$ cat config.mk
export PLATFORM = sky130hd
export DESIGN_NAME = mem_bus_arbiter
export DESIGN_NICKNAME = d
export VERILOG_FILES = /design/src/rtl/mem_bus_arbiter.sv
export SDC_FILE = /design/constraint.sdc
export NUM_CORES = 1
export LEC_CHECK = 0
export CAP_MARGIN = 20
export CORE_AREA = 4 4 197 199
export CTS_BUF_LIST = sky130_fd_sc_hd__clkbuf_4
export CTS_CLUSTER_DIAMETER = 60
export DETAILED_ROUTE_END_ITERATION = 10
export DIE_AREA = 0 0 201 203
export MAX_ROUTING_LAYER = met4
export SYNTH_ARGS = -nofsm -noshare
export SYNTH_HDL_FRONTEND = slang
export SYNTH_SLANG_ARGS = --single-unit
$ cat constraint.sdc
create_clock -name clk -period 1.6 [get_ports clk]
set_clock_uncertainty 0.2 [all_clocks]
set_input_delay 0.16 -clock clk [delete_from_list [all_inputs] [get_ports clk]]
set_output_delay 0.16 -clock clk [all_outputs]
set_load 0.02 [all_outputs]
$ cat src/rtl/mem_bus_arbiter.sv
// Two-master arbiter sharing one single-beat memory port between the instruction bus and the
// data bus. The data bus has priority; a starvation counter guarantees the instruction bus progress.
module mem_bus_arbiter #(
  parameter int unsigned STARVE_LIMIT = 4,
  parameter int unsigned CNT_W        = 3
) (
  input  logic        clk,
  input  logic        reset,

  input  logic        ireq_valid,
  input  logic [63:0] ireq_addr,
  output logic        iaddr_ok,
  output logic        idata_ok,
  output logic [31:0] idata,

  input  logic        dreq_valid,
  input  logic [63:0] dreq_addr,
  input  logic [2:0]  dreq_size,
  input  logic [7:0]  dreq_strobe,
  input  logic [63:0] dreq_data,
  output logic        daddr_ok,
  output logic        ddata_ok,
  output logic [63:0] ddata,

  output logic        mreq_valid,
  output logic        mreq_is_write,
  output logic [63:0] mreq_addr,
  output logic [2:0]  mreq_size,
  output logic [7:0]  mreq_strobe,
  output logic [63:0] mreq_data,
  input  logic        mresp_ok,
  input  logic [63:0] mresp_data
);

  localparam logic [1:0] IDLE   = 2'd0;
  localparam logic [1:0] BUSY_I = 2'd1;
  localparam logic [1:0] BUSY_D = 2'd2;

  localparam logic [CNT_W-1:0] StarveLimit = CNT_W'(STARVE_LIMIT);

  logic [1:0]       state_q, state_d;
  logic [CNT_W-1:0] starve_q, starve_d;
  logic [63:0]      addr_q, addr_d;
  logic [2:0]       size_q, size_d;
  logic [7:0]       strobe_q, strobe_d;
  logic [63:0]      data_q, data_d;

  logic starved;
  logic grant_i, grant_d;
  logic done_i, done_d;

  assign starved = (starve_q >= StarveLimit);

  // Arbitration only happens in IDLE; requester inputs are ignored once a grant is made.
  always_comb begin
    grant_i = 1'b0;
    grant_d = 1'b0;
    if (state_q == IDLE) begin
      if (dreq_valid && !(ireq_valid && starved)) begin
        grant_d = 1'b1;
      end else if (ireq_valid) begin
        grant_i = 1'b1;
      end
    end
  end

  always_comb begin
    state_d  = state_q;
    addr_d   = addr_q;
    size_d   = size_q;
    strobe_d = strobe_q;
    data_d   = data_q;
    case (state_q)
      IDLE: begin
        if (grant_d) begin
          state_d  = BUSY_D;
          addr_d   = dreq_addr;
          size_d   = dreq_size;
          strobe_d = dreq_strobe;
          data_d   = dreq_data;
        end else if (grant_i) begin
          state_d  = BUSY_I;
          addr_d   = ireq_addr;
          size_d   = 3'd2;
          strobe_d = 8'h00;
          data_d   = 64'h0;
        end
      end
      BUSY_I, BUSY_D: begin
        if (mresp_ok) begin
          state_d = IDLE;
        end
      end
      default: state_d = IDLE;
    endcase
  end

  // Counts data grants that overtook a waiting fetch; saturates rather than wrapping.
  always_comb begin
    starve_d = starve_q;
    if (grant_i) begin
      starve_d = '0;
    end else if (grant_d && ireq_valid && (starve_q != {CNT_W{1'b1}})) begin
      starve_d = starve_q + 1'b1;
    end
  end

  always_ff @(posedge clk) begin
    if (reset) begin
      state_q  <= IDLE;
      starve_q <= '0;
      addr_q   <= 64'h0;
      size_q   <= 3'd0;
      strobe_q <= 8'h00;
      data_q   <= 64'h0;
    end else begin
      state_q  <= state_d;
      starve_q <= starve_d;
      addr_q   <= addr_d;
      size_q   <= size_d;
      strobe_q <= strobe_d;
      data_q   <= data_d;
    end
  end

  assign done_i = (state_q == BUSY_I) && mresp_ok;
  assign done_d = (state_q == BUSY_D) && mresp_ok;

  assign mreq_valid    = (state_q == BUSY_I) || (state_q == BUSY_D);
  assign mreq_is_write = |strobe_q;
  assign mreq_addr     = addr_q;
  assign mreq_size     = size_q;
  assign mreq_strobe   = strobe_q;
  assign mreq_data     = data_q;

  assign iaddr_ok = done_i;
  assign idata_ok = done_i;
  assign idata    = done_i ? (addr_q[2] ? mresp_data[63:32] : mresp_data[31:0]) : 32'h0;

  assign daddr_ok = done_d;
  assign ddata_ok = done_d;
  assign ddata    = done_d ? mresp_data : 64'h0;

endmodule

After elaboration in Yosys (flattened, before gate mapping)
Index checks and enable logic that the tools add are counted.
W data, S select, Z words.
{"block": "word_totals", "output_inout_bits": 241, "register_bits": 144}
{"block": "classes", "order_cmp": 1, "add_sub_neg": 1, "n_mux": 20, "n_eq_ne": 5, "reduce_logical": 15}
{"cell": "$mux W64", "count": 5}
{"cell": "$mux W32", "count": 2}
{"cell": "$mux W8", "count": 2}
{"cell": "$reduce_or A8 Y1", "count": 1}
{"cell": "$logic_and A1 B1 Y1", "count": 6}
{"cell": "$mux W2", "count": 3}
{"cell": "$mux W3", "count": 2}
{"cell": "$ne A3 B3 Y1 const B", "count": 2}
{"cell": "$mux W1", "count": 5}
{"cell": "$pmux W2 S2", "count": 1}
{"cell": "$reduce_and A2 Y1", "count": 2}
{"cell": "$reduce_or A2 Y1", "count": 2}
{"cell": "$add A3 B1 Y3 const B", "count": 1}
{"cell": "$ge A3 B3 Y1 const B", "count": 1}
{"cell": "$eq A2 B1 Y1 const B", "count": 1}
{"cell": "$eq A2 B2 Y1 const B", "count": 1}
{"cell": "$logic_not A2 Y1", "count": 1}
{"cell": "$ne A2 B2 Y1 const B", "count": 1}
{"cell": "$reduce_bool A2 Y1", "count": 1}
{"cell": "$logic_not A1 Y1", "count": 1}
{"cell": "$logic_or A1 B1 Y1", "count": 1}

Logic depth before layout (Yosys ltp)
{"block": "depth", "word_depth": 9, "mapped_depth": 7, "ltp_nobuf": 5}

Worst setup path before layout
No wires, ideal clock.
{"block": "synth_timing", "path_kind": "reg-to-output", "start": "register state_q[0]", "end": "output port ddata_ok", "arrival_ns": 1.420, "t_required_ns": 1.240, "n_path_buf": 3, "setup_slack_ns": -0.180, "stages_incl_launch_ff": 7, "path_cell_list": "dfxtp_1 inv_1 ha_1 clkbuf_1 clkbuf_1 and2_1 buf_4"}
{"block": "synth_between", "elab_chain_len": 2}
{"element": "start: declaration", "line_no": "41", "rtl": "logic [1:0] state_q, state_d;"}
{"element": "start signal: assignment", "line_no": "117", "rtl": "state_q <= state_d;"}
{"element": "$eq A2 B2 Y1", "line_no": "127", "rtl": "assign done_d = (state_q == BUSY_D) && mresp_ok;"}
{"element": "$logic_and A1 B1 Y1", "line_no": "127"}
{"element": "end: declaration", "line_no": "22", "rtl": "output logic ddata_ok,"}
No other way between the ends.

Final worst setup path
{"block": "layout_timing", "start": "register state_q[0]", "end": "output port ddata[41]"}
{"block": "layout_between", "elab_chain_len": 3}
{"element": "$eq A2 B2 Y1", "line_no": "127"}
{"element": "$logic_and A1 B1 Y1", "line_no": "127"}
{"element": "$mux W64", "line_no": "142", "rtl": "assign ddata = done_d ? mresp_data : 64'h0;"}
{"element": "end: declaration", "line_no": "23", "rtl": "output logic [63:0] ddata,"}
No other way between the ends.

==> impl_metrics.tcl <==
set metrics [dict create \
    run_status "finished, violations left" \
    violations "setup timing" \
    intPower_w 0.007889 \
    synthesis.instances 763 \
    fin_crit_ps 2216 \
    crit_required_ps 1240 \
    cts_max_level 4 \
    synth_warnings 0 \
    wl_per_cell_um 21.37 \
    pwr-share-comb_pct 45.9 \
    antenna_found_initial 3 \
    first_global_vias 8945 \
    drive_above_1_share_pct 45.11 \
    clock_path_buffers 2 \
    crit_fanout 8 \
    initial_core_util_pct 18.49 \
    fmax_mhz 451.2 \
    synth-seq-cells 144 \
    first_iter_violations 527 \
    rows 71 \
    power_frac_seq_pct 34.3 \
    worstMarginPinSlew_ps 538.1 \
    die_w_um 201 \
    clock-sinks 144 \
    mostFrequentLayoutCell "clkdlybuf4s50_1" \
    place_congestion 0.8164 \
    path_class "reg2out" \
    place_hpwl_mm 24.42 \
    hold_depth 3 \
    hold_viol_final 0 \
    p_per_area_nw_per_um2 725.0 \
    die_y_um 203 \
    clock_latency_ps 590 \
    grt_max_degree 61 \
    portBuffers 512 \
    mostFrequentLayoutCells "clkdlybuf4s50_1, dlygate4sd3_1, buf_4, buf_6, nor2_1" \
    cts_tree "yes" \
    io-pin-count 513 \
    clockPowerShare_pct 19.8 \
    wl_mm 41.66 \
    slew-limit-headroom_pct 64.12 \
    fin_setup_tns_ps -85560 \
    holdWs_ps 81.86 \
    p_sw_w 0.004395 \
    cp-end-kind "output pin" \
    power_leakage_nw 6.916 \
    layout.cells.non_filler 1949 \
    vias 9166 \
    synth.avg_cell_area_um2 9.021 \
    grt_overflow 0 \
    worstPathArrival_ps 1860 \
    setup_violations 247 \
    dp_cells 1714 \
    avgViaCountPerCell 4.703 \
    dr.pass1.iters 6 \
    cts_made_buffers 17 \
    core_area_um2 37220 \
    slew_violations 0 \
    swShare_pct 35.78 \
    peakVddDrop_uv 768.7 \
    layout.nets 1736 \
    rsz0062_at_grt "true" \
    syn_nets 1040 \
    hold_class "in2reg" \
    power.total_w 0.01228 \
    cap_violations 0 \
    drc 0 \
    clock-root-buffer "clkbuf_4" \
    path_clk_slew_ps 140 \
    synth_area_um2 6883 \
    ys_seq_area_share_pct 41.88 \
    fin_crit_sh_pct 138.5 \
    area_growth_syn_to_layout_pct 146.2 \
    crit_path_start_kind "register" \
    antenna_left 0 \
    fin_util_pct 45.52 \
    grt_pass1_wl_mm 52.65 \
    timing.final.ws_setup_ps -616.1 \
    r2r.worst_path.cells 9 \
    die_area_um2 40800 \
    grt_use_total_pct 16.60 \
    synth_cell_type_count 32 \
]
[layout make-up]
class                      instances  area, um^2
fill                            3394       20280
timing repair buffer             769        8049
multi-input combinational        458        4786
sequential                       144        2975
tap                              474       593.1
inverter                          69       261.5
clock inverter                    14       137.6
clock buffer                      18       135.1
antenna                            3       7.507
[power groups by stage]
stage / registers (W) / clock network, W / logic [W]
floorplan: 0.00455 / 0 / 0.00145
global placement: 0.00416 / 0 / 0.00391
detailed placement: 0.00417 / 0 / 0.00393
CTS: 0.00411 / 0.00256 / 0.00426
global route: 0.00425 / 0.00271 / 0.00591
finish: 0.00421 / 0.00244 / 0.00564
[sequential cells by signal, summed over array words and instances (netlist names)]
register and cells:
mreq_strobe 8, starve_q 3, mreq_addr 64, mreq_size 3, state_q 2, mreq_data 64
[cell families after synthesis]
group	Yosys count	synth area share (%)
compound gates	204	25.67
fa+ha+maj	5	0.9089
buf+inv	162	11.27
flops	144	41.88
mux	32	4.654
simple gates	216	15.62
[metal layers]
layer / vias to the layer above / GRT usage, % / routed length, um
met1: 4481 / 20.80 / 16970
met4: 0 / 5.826 / 1209
met5: - / - / 0
met3: 74 / 3.897 / 2323
li1: 4245 / - / -
met2: 366 / 26.36 / 21150
[path summary, 6_finish.rpt]
path | from | slack (ps) | end
hold / removal | dreq_data[5] | 80 | mreq_data[5]$_SDFFE_PP0P_
setup reg to reg | state_q[1]$_SDFFE_PP0P_ | -310 | mreq_addr[47]$_SDFFE_PP0P_
hold reg to reg | starve_q[1]$_SDFFE_PP0P_ | 290 | starve_q[1]$_SDFFE_PP0P_
setup / recovery | state_q[0]$_SDFFE_PP0P_ | -620 | ddata[41]
[synth_stat cells (all sizes together)]
| cell type | instances | area share (%) |
|---|---|---|
| dfxtp | 144 | 42 |
| nor2 | 121 | 6.6 |
| a32oi | 74 | 9.4 |
| inv | 69 | 3.8 |
| and3 | 64 | 5.8 |
| a211oi | 53 | 5.8 |
| o32ai | 52 | 6.6 |
| buf | 50 | 5.2 |
| clkbuf | 43 | 2.3 |
| mux2i | 32 | 4.7 |
| a2111oi | 12 | 2.6 |
| nor4b | 12 | 1.5 |
| ha | 5 | 0.91 |
| o21ai | 5 | 0.36 |
| a21oi | 4 | 0.29 |
| and2 | 3 | 0.27 |
| nand2 | 3 | 0.16 |
| nand3 | 3 | 0.22 |
| nand2b | 2 | 0.18 |
| nor2b | 2 | 0.18 |
| nor4 | 2 | 0.18 |
| a21boi | 1 | 0.27 |
| a21o | 1 | 0.11 |
| a31oi | 1 | 0.091 |
| and4b | 1 | 0.15 |
| nand4b | 1 | 0.13 |
| nor3b | 1 | 0.11 |
| o21a | 1 | 0.11 |
| or3 | 1 | 0.091 |
[through the flow]
step                      setup WS, ps  instance area (um^2)
after floorplan                 -63.14                  7048
after global placement          -534.6                 12940
after detailed placement        -534.6                 12940
after CTS                       -733.3                 14670
after global routing            -763.3                 16950
final                           -616.1                 16950
[worst max-delay path, cell delays in order (launching register included)]
cell and delay (ps):
dfxtp_2 360, inv_2 50, ha_4 200, buf_6 140, clkbuf_16 160, and3_2 220, buf_6 130
[what timing repair did]
item / CTS / global route
endpoints found under the setup margin: 385 / 385
hold buffers: 138 / 1
gates resized for setup: 477 / 962
gates cloned: 3 / 35
setup buffers: 0 / 24
hold endpoints to repair: 144 / 1
pin swaps: 0 / 75
Power figures use the tool's default switching activity.
